<file path="src/rtl/regfile_dump_reader.sv">
// rtl/regfile_dump_reader.sv - walks a register-file index range and streams (index, data) pairs
// Each entry takes a READ cycle then a SEND cycle; checksum sums accepted data.
module regfile_dump_reader #(
  parameter int ADDR_W = 5,
  parameter int DATA_W = 32
) (
  input  logic              clk,
  input  logic              rst,
  input  logic              start,
  input  logic [ADDR_W-1:0] first_idx,
  input  logic [ADDR_W-1:0] last_idx,
  output logic [ADDR_W-1:0] rf_rs,
  input  logic [DATA_W-1:0] rf_rv,
  output logic              out_valid,
  input  logic              out_ready,
  output logic [ADDR_W-1:0] out_idx,
  output logic [DATA_W-1:0] out_data,
  output logic              busy,
  output logic              done,
  output logic [DATA_W-1:0] checksum
);

  localparam logic [1:0] IDLE = 2'd0;
  localparam logic [1:0] READ = 2'd1;
  localparam logic [1:0] SEND = 2'd2;
  localparam logic [1:0] DONE = 2'd3;

  logic [1:0]        state;
  logic [ADDR_W-1:0] cur;
  logic [ADDR_W-1:0] end_idx;

  assign rf_rs = cur;
  assign busy  = (state != IDLE);
  assign done  = (state == DONE);

  always_ff @(posedge clk) begin
    if (rst) begin
      state     <= IDLE;
      cur       <= '0;
      end_idx   <= '0;
      out_valid <= 1'b0;
      out_idx   <= '0;
      out_data  <= '0;
      checksum  <= '0;
    end else begin
      case (state)
        IDLE: begin
          if (start) begin
            cur      <= first_idx;
            end_idx  <= last_idx;
            checksum <= '0;
            state    <= READ;
          end
        end
        READ: begin
          out_data  <= rf_rv;
          out_idx   <= cur;
          out_valid <= 1'b1;
          state     <= SEND;
        end
        SEND: begin
          if (out_ready) begin
            checksum  <= checksum + out_data;
            out_valid <= 1'b0;
            // cur wraps naturally at the top index, so first > last walks through 0
            if (cur != end_idx) begin
              cur   <= cur + 1'b1;
              state <= READ;
            end else begin
              state <= DONE;
            end
          end
        end
        default: state <= IDLE;
      endcase
    end
  end

endmodule
</file>
<file path="config.mk">
export PLATFORM = sky130hd
export DESIGN_NAME = regfile_dump_reader
export DESIGN_NICKNAME = d
export VERILOG_FILES = /design/src/rtl/regfile_dump_reader.sv
export SDC_FILE = /design/constraint.sdc
export NUM_CORES = 1
export LEC_CHECK = 0
export BUFFER_PORTS_ARGS = -buffer_cell sky130_fd_sc_hd__buf_4
export CELL_PAD_IN_SITES_DETAIL_PLACEMENT = 1
export CELL_PAD_IN_SITES_GLOBAL_PLACEMENT = 2
export CORE_MARGIN = 2
export CORE_UTILIZATION = 32
export CTS_CLUSTER_SIZE = 24
export DETAILED_ROUTE_END_ITERATION = 8
export PLACE_DENSITY = 0.84
export SYNTH_ARGS = -nofsm -noshare
export SYNTH_HDL_FRONTEND = slang
export SYNTH_SLANG_ARGS = --single-unit
</file>
<file path="constraint.sdc">
create_clock -name clk -period 6.2 [get_ports clk]
set_clock_uncertainty 0.2 [all_clocks]
set_input_delay 0 -clock clk [delete_from_list [all_inputs] [get_ports clk]]
set_output_delay 0 -clock clk [all_outputs]
set_load 0.1 [all_outputs]
</file>
# Word level (Yosys, flattened, before mapping)
# Cells that the tools add are included.
word_totals:
  regBits: 82
  out_inout_bits: 77
  elab_cells: 38
  in_bits: 46
classes:
  addsub: 2
  n_mux: 13
  n_reduce_logical: 9
  eq_ne: 7
op_table:
  columns: ["op", "count"]
  rows:
  - ["32-bit 2-to-1 mux", 2]
  - ["32-bit case mux with 2 select lines", 1]
  - ["32-bit adder", 1]
  - ["5-bit 2-to-1 mux", 3]
  - ["5-bit case mux with 2 select lines", 1]
  - ["2-bit 2-to-1 mux", 3]
  - ["2-bit inequality test, second input constant", 3]
  - ["2-bit case mux with 3 select lines", 1]
  - ["2-bit AND reduction", 3]
  - ["2-bit nonzero test", 3]
  - ["5-bit by 1-bit adder with 5-bit output, second input constant", 1]
  - ["5-bit inequality test", 1]
  - ["2-bit == test, second input constant", 2]
  - ["4-bit AND reduction", 1]
  - ["3-bit AND reduction", 1]
  - ["2-bit by 1-bit == test with 1-bit output, second input constant", 1]
  - ["2-bit zero test", 1]
  - ["1-bit case mux with 2 select lines", 1]
  - ["1-bit 2-to-1 mux", 1]

# Logic depth before layout (Yosys ltp)
depth:
  depth_word: 4
  mapped_depth: 11
  depth_no_buf: 11

# Least setup slack after synthesis
# OpenSTA, ideal clock, no wires.
synth_timing:
  path_kind: "reg-to-reg"
  from: "register checksum[0]"
  to: "register checksum[28]"
  path_buffers: 0
  setup_ns: 0.124
  slack_ns: 2.652
  path_stages_with_launch: 12
  required_ns: 5.876
  arrival_ns: 3.224
  period_less_slack_ns: 3.548
  cell_sequence: "dfxtp_1 ha_1 inv_1 fa_1 nand2b_1 a211oi_1 o31ai_2 o211a_2 o21ai_1 a31o_1 mux2i_1 nand3_1"
synth_via:
  elab_chain_cells: 3
synth_rtl:
  columns: ["item", "line_no", "source"]
  rows:
  - ["start: declaration", "20", "output logic [DATA_W-1:0] checksum"]
  - ["start signal: assignment", "63", "checksum <= checksum + out_data;"]
  - ["32-bit adder", "63", null]
  - ["32-bit 2-to-1 mux", "62", "if (out_ready) begin"]
  - ["32-bit case mux with 2 select lines", "46", "case (state)"]
# Every way passes these cells. The select of a mux whose other input is x is not followed.
# A chain may end at the register's enable or synchronous reset.

# Worst setup path in the final report
layout_timing:
  from: "register out_data[0]"
  to: "register checksum[28]"
layout_via:
  elab_chain_cells: 3
layout_rtl:
  columns: ["item", "line_no", "source"]
  rows:
  - ["start: declaration", "17", "output logic [DATA_W-1:0] out_data,"]
  - ["start signal: assignment", "56", "out_data <= rf_rv;"]
  - ["32-bit adder", "63", null]
  - ["32-bit 2-to-1 mux", "62", null]
  - ["32-bit case mux with 2 select lines", "46", null]
# Every way passes these cells. The select of a mux whose other input is x is not followed.

==> out/qor.tcl <==
set qor(run_status) {finished clean}
set qor(first_global_vias) 5072
set qor(grt_usage) 0.210
set qor(register_area_um2) 1640
set qor(route.detailed.drc) 0
set qor(mappedNetlistNets) 672
set qor(drv_slew) 0
set qor(seq_power_share) 0.377
set qor(worst_ep_arrival_time_ns) 3.13
set qor(number_of_port_buffers) 122
set qor(setup.worst_path.end) {checksum[28]}
set qor(syn_inst) 593
set qor(grt_overflow) 0
set qor(p_leak_nw) 2.95
set qor(fmax_mhz) 324
set qor(fin_nets) 835
set qor(part_of_the_cycle_the_worst_path_needs) 0.498
set qor(cts.htree.levels) 3
set qor(vdd.ir_drop.worst_uv) 135
set qor(synth-edff-count) 0
set qor(dieWidth_um) 124
set qor(synth_top_area_frac) 0.357
set qor(clk_latency_ns) 0.35
set qor(period_needed_ns) 3.09
set qor(power_frac_clock) 0.390
set qor(y_dimension_of_the_die_um) 124
set qor(critical_path.startpoint_type) {flip-flop}
set qor(final_layout_size_suffix_gt1_frac) 0.195
set qor(critical_path_required_ns) 6.24
set qor(global_route_wire_length_before_repair_um) 24900
set qor(net_sw_frac) 0.323
set qor(critical_path_peak_fanout) 5
set qor(tritoncts) {done}
set qor(via_count) 4806
set qor(cts_num_sinks) 82
set qor(relSlewSlack) 0.238
set qor(power.combinational.fraction) 0.234
set qor(r2r_cells) 11
set qor(maximum_buffer_depth_of_the_clock_tree) 2
set qor(antenna_found_initial) 0
set qor(regToRegStartpoint) {out_data[0]}
set qor(ys_warn_count) 0
set qor(drtIter0Drc) 156
set qor(multi_input_comb_area_um2) 2820
set qor(p_int_w) 0.00103
set qor(cts_setup_buffers) 0
set qor(floorplan.initialDensity) 0.329
set qor(cts-buffers-inserted) 9
set qor(synth_area_leader_cell) {sky130_fd_sc_hd__dfxtp_1}
set qor(synth.cell_area_um2) 4600
set qor(critical_path_class) {flip-flop to flip-flop}
set qor(actual_transition_at_the_worst_max_transition_pin_ns) 1.14
set qor(ys_seq_area_frac) 0.357
set qor(min-delay-path-class) {input pin to flip-flop}
set qor(synth-seq-cells) 82
set qor(drv.max_cap_violation_count) 0
set qor(critical_path.startpoint) {out_data[0]}
set qor(setup_viol_count_final) 0
set qor(ioPinCount) 123
set qor(r2r-end) {checksum[28]}
set qor(postRouteWirelength_um) 15600
set qor(vias_cell) 5.11
set qor(syn-mean-instance-area_um2) 7.76
set qor(p_per_area_nw_per_um2) 233
set qor(detail-route-antenna-nets) 0
set qor(synthTopCellsByArea) {sky130_fd_sc_hd__dfxtp_1 36%, sky130_fd_sc_hd__nand2_1 11%, sky130_fd_sc_hd__ha_1 8.7%}
set qor(netSwitchingPower_w) 0.000491
set qor(synth_async_reset_ratio) 0
set qor(std_cell_rows) 43
set qor(cts.clk_slew.worst_paths_ns) 0.06
set qor(drt_pre_antenna_iters) 5
set qor(grt_max_degree) 73
set qor(p_total_w) 0.00152
set qor(routability_cong) 0.820
set qor(detailedPlacementHpwl_um) 10700
set qor(fillerInstances) 1686
set qor(clock-root-buffer) {sky130_fd_sc_hd__clkbuf_16}
set qor(worstSetupEndpointType) {flip-flop}
set qor(register_to_register_setup_slack_ns) 3.11
set qor(die-area_um2) 15400
set qor(wire_per_inst_um) 16.6
set qor(layout-area-overhead-vs-synth_pct) 41.9
set qor(report.final.hold_viol_count) 0
set qor(unrepaired_setup_endpoints_after_global_routing) {no}
set qor(diodes) 0
set qor(setup_total_negative_slack_ns) 0
set qor(fp.coreArea_um2) 14000
set qor(post_synth_num_cell_types) 59
set qor(ys.flop_type) {sky130_fd_sc_hd__dfxtp_1}
[critical path, stage by stage (launching register included)]
cell	delay [ns]
sky130_fd_sc_hd__dfxtp_1	0.38
sky130_fd_sc_hd__ha_1	0.21
sky130_fd_sc_hd__inv_1	0.07
sky130_fd_sc_hd__fa_1	0.39
sky130_fd_sc_hd__nand2b_1	0.17
sky130_fd_sc_hd__a211oi_1	0.31
sky130_fd_sc_hd__o31ai_2	0.15
sky130_fd_sc_hd__o211a_2	0.33
sky130_fd_sc_hd__o21ai_1	0.28
sky130_fd_sc_hd__a31o_1	0.21
sky130_fd_sc_hd__mux2i_1	0.18
sky130_fd_sc_hd__nand3_1	0.08
[sequential cells by signal (all words and copies together), names as in the netlist]
signal / cells
out_data: 32
state: 2
checksum: 32
out_valid: 1
out_idx: 5
rf_rs: 5
end_idx: 5
[power by group through the flow]
stage	Combinational, W	Clock [W]	Sequential, W
global placement	0.000323	0	0.000584
floorplan	0.000111	0	0.000708
CTS	0.000356	0.000608	0.000573
finish	0.000355	0.000592	0.000573
global route	0.000380	0.000627	0.000576
detailed placement	0.000327	0	0.000585
[area by class of cell]
cell class | count | share of cell area
clock buffer | 13 | 0.0399
clock inverter | 2 | 0.00920
inverter | 14 | 0.00805
multi-input combinational | 471 | 0.432
sequential | 82 | 0.251
tap | 180 | 0.0345
timing repair buffer | 178 | 0.225
[routing by layer]
metal / wire length [µm] / share of wire / vias up / GRT usage
met5: 0 / 0 / - / 0
met4: 266 / 0.017 / 0 / 0.0779
met3: 657 / 0.042 / 18 / 0.0435
met2: 7890 / 0.51 / 86 / 0.380
met1: 6770 / 0.43 / 2294 / 0.243
li1: - / - / 2408 / -
[cells by family (layout without fill, tap and decap cells)]
family | Yosys count | after routing | share of synthesized area
XOR/XNOR | 25 | 25 | 0.0476
flip-flops | 82 | 82 | 0.357
multiplexers | 4 | 4 | 0.00870
adder cells (fa/ha/maj) | 33 | 33 | 0.0913
AO/OA/AOI/OAI | 183 | 183 | 0.248
AND/OR/NAND/NOR | 226 | 226 | 0.215
buffers and inverters | 40 | 207 | 0.0326
[synthesized netlist by cell type, types with 2 or more instances]
cell and count:
sky130_fd_sc_hd__a21oi_2 2, sky130_fd_sc_hd__a21o_1 17, sky130_fd_sc_hd__o21bai_1 2, sky130_fd_sc_hd__o31ai_1 5
sky130_fd_sc_hd__and2_1 4, sky130_fd_sc_hd__nor2_1 39, sky130_fd_sc_hd__nand3_1 9, sky130_fd_sc_hd__o21a_1 2
sky130_fd_sc_hd__nor2b_1 6, sky130_fd_sc_hd__a21boi_1 2, sky130_fd_sc_hd__buf_1 2, sky130_fd_sc_hd__nand3b_1 2
sky130_fd_sc_hd__o21ai_0 16, sky130_fd_sc_hd__nand2_1 132, sky130_fd_sc_hd__clkbuf_1 24, sky130_fd_sc_hd__a32oi_1 4
sky130_fd_sc_hd__a21oi_1 77, sky130_fd_sc_hd__nor3_1 7, sky130_fd_sc_hd__nand2b_1 6, sky130_fd_sc_hd__a311oi_1 2
sky130_fd_sc_hd__o211ai_1 4, sky130_fd_sc_hd__a211oi_1 7, sky130_fd_sc_hd__a31oi_1 2, sky130_fd_sc_hd__xor2_1 9
sky130_fd_sc_hd__o21ai_1 13, sky130_fd_sc_hd__a22oi_1 14, sky130_fd_sc_hd__dfxtp_1 82, sky130_fd_sc_hd__and3_1 4
sky130_fd_sc_hd__inv_1 14, sky130_fd_sc_hd__ha_1 32, sky130_fd_sc_hd__mux2i_1 4, sky130_fd_sc_hd__or3_1 3
sky130_fd_sc_hd__xnor2_1 16, sky130_fd_sc_hd__nor3b_1 4
[worst min-delay path by stage]
stage	slack [ns]	startpoint	cells past startpoint	end
after floorplan	-0.06	last_idx[1]	2	end_idx[1]
after global placement	0.05	rf_rv[25]	3	out_data[25]
after detailed placement	0.06	rf_rv[10]	3	out_data[10]
after CTS	0.02	rst	2	checksum[23]
after global routing	0.05	rst	2	rf_rs[2]
final	0.01	rst	2	checksum[23]
[metrics by stage]
step	area (µm²)	setup WS, ns	std cells	hold slack (ns)	utilization
after global placement	5680	3.17	872	0.0478	0.406
after floorplan	4600	2.65	593	-0.0640	-
after global routing	6530	2.83	940	0.0527	0.467
final	6530	3.11	940	0.0114	0.467
after CTS	6530	3.08	940	0.0191	0.467
after detailed placement	5680	3.07	872	0.0582	0.406
[cells in the final DEF, fill, tap and decap left out, types with 13 or more instances in the layout]
cell                            netlist  final
sky130_fd_sc_hd__a21o_1              17     17
sky130_fd_sc_hd__a21oi_1             77     77
sky130_fd_sc_hd__a22oi_1             14     14
sky130_fd_sc_hd__buf_4                0    125
sky130_fd_sc_hd__dfxtp_1             82     82
sky130_fd_sc_hd__dlygate4sd3_1        0     53
sky130_fd_sc_hd__ha_1                32     32
sky130_fd_sc_hd__inv_1               14     14
sky130_fd_sc_hd__nand2_1            132    132
sky130_fd_sc_hd__nor2_1              39     38
sky130_fd_sc_hd__o21ai_0             16     16
sky130_fd_sc_hd__o21ai_1             13     13
sky130_fd_sc_hd__xnor2_1             16     16
[repair_timing]
item | 4_1_cts | 5_1_grt
hold endpoints to repair | 45 | 0
setup endpoints to repair | 0 | 0
resized for setup | 0 | 0
hold buffers | 53 | 0
Power figures use the tool's default switching activity.
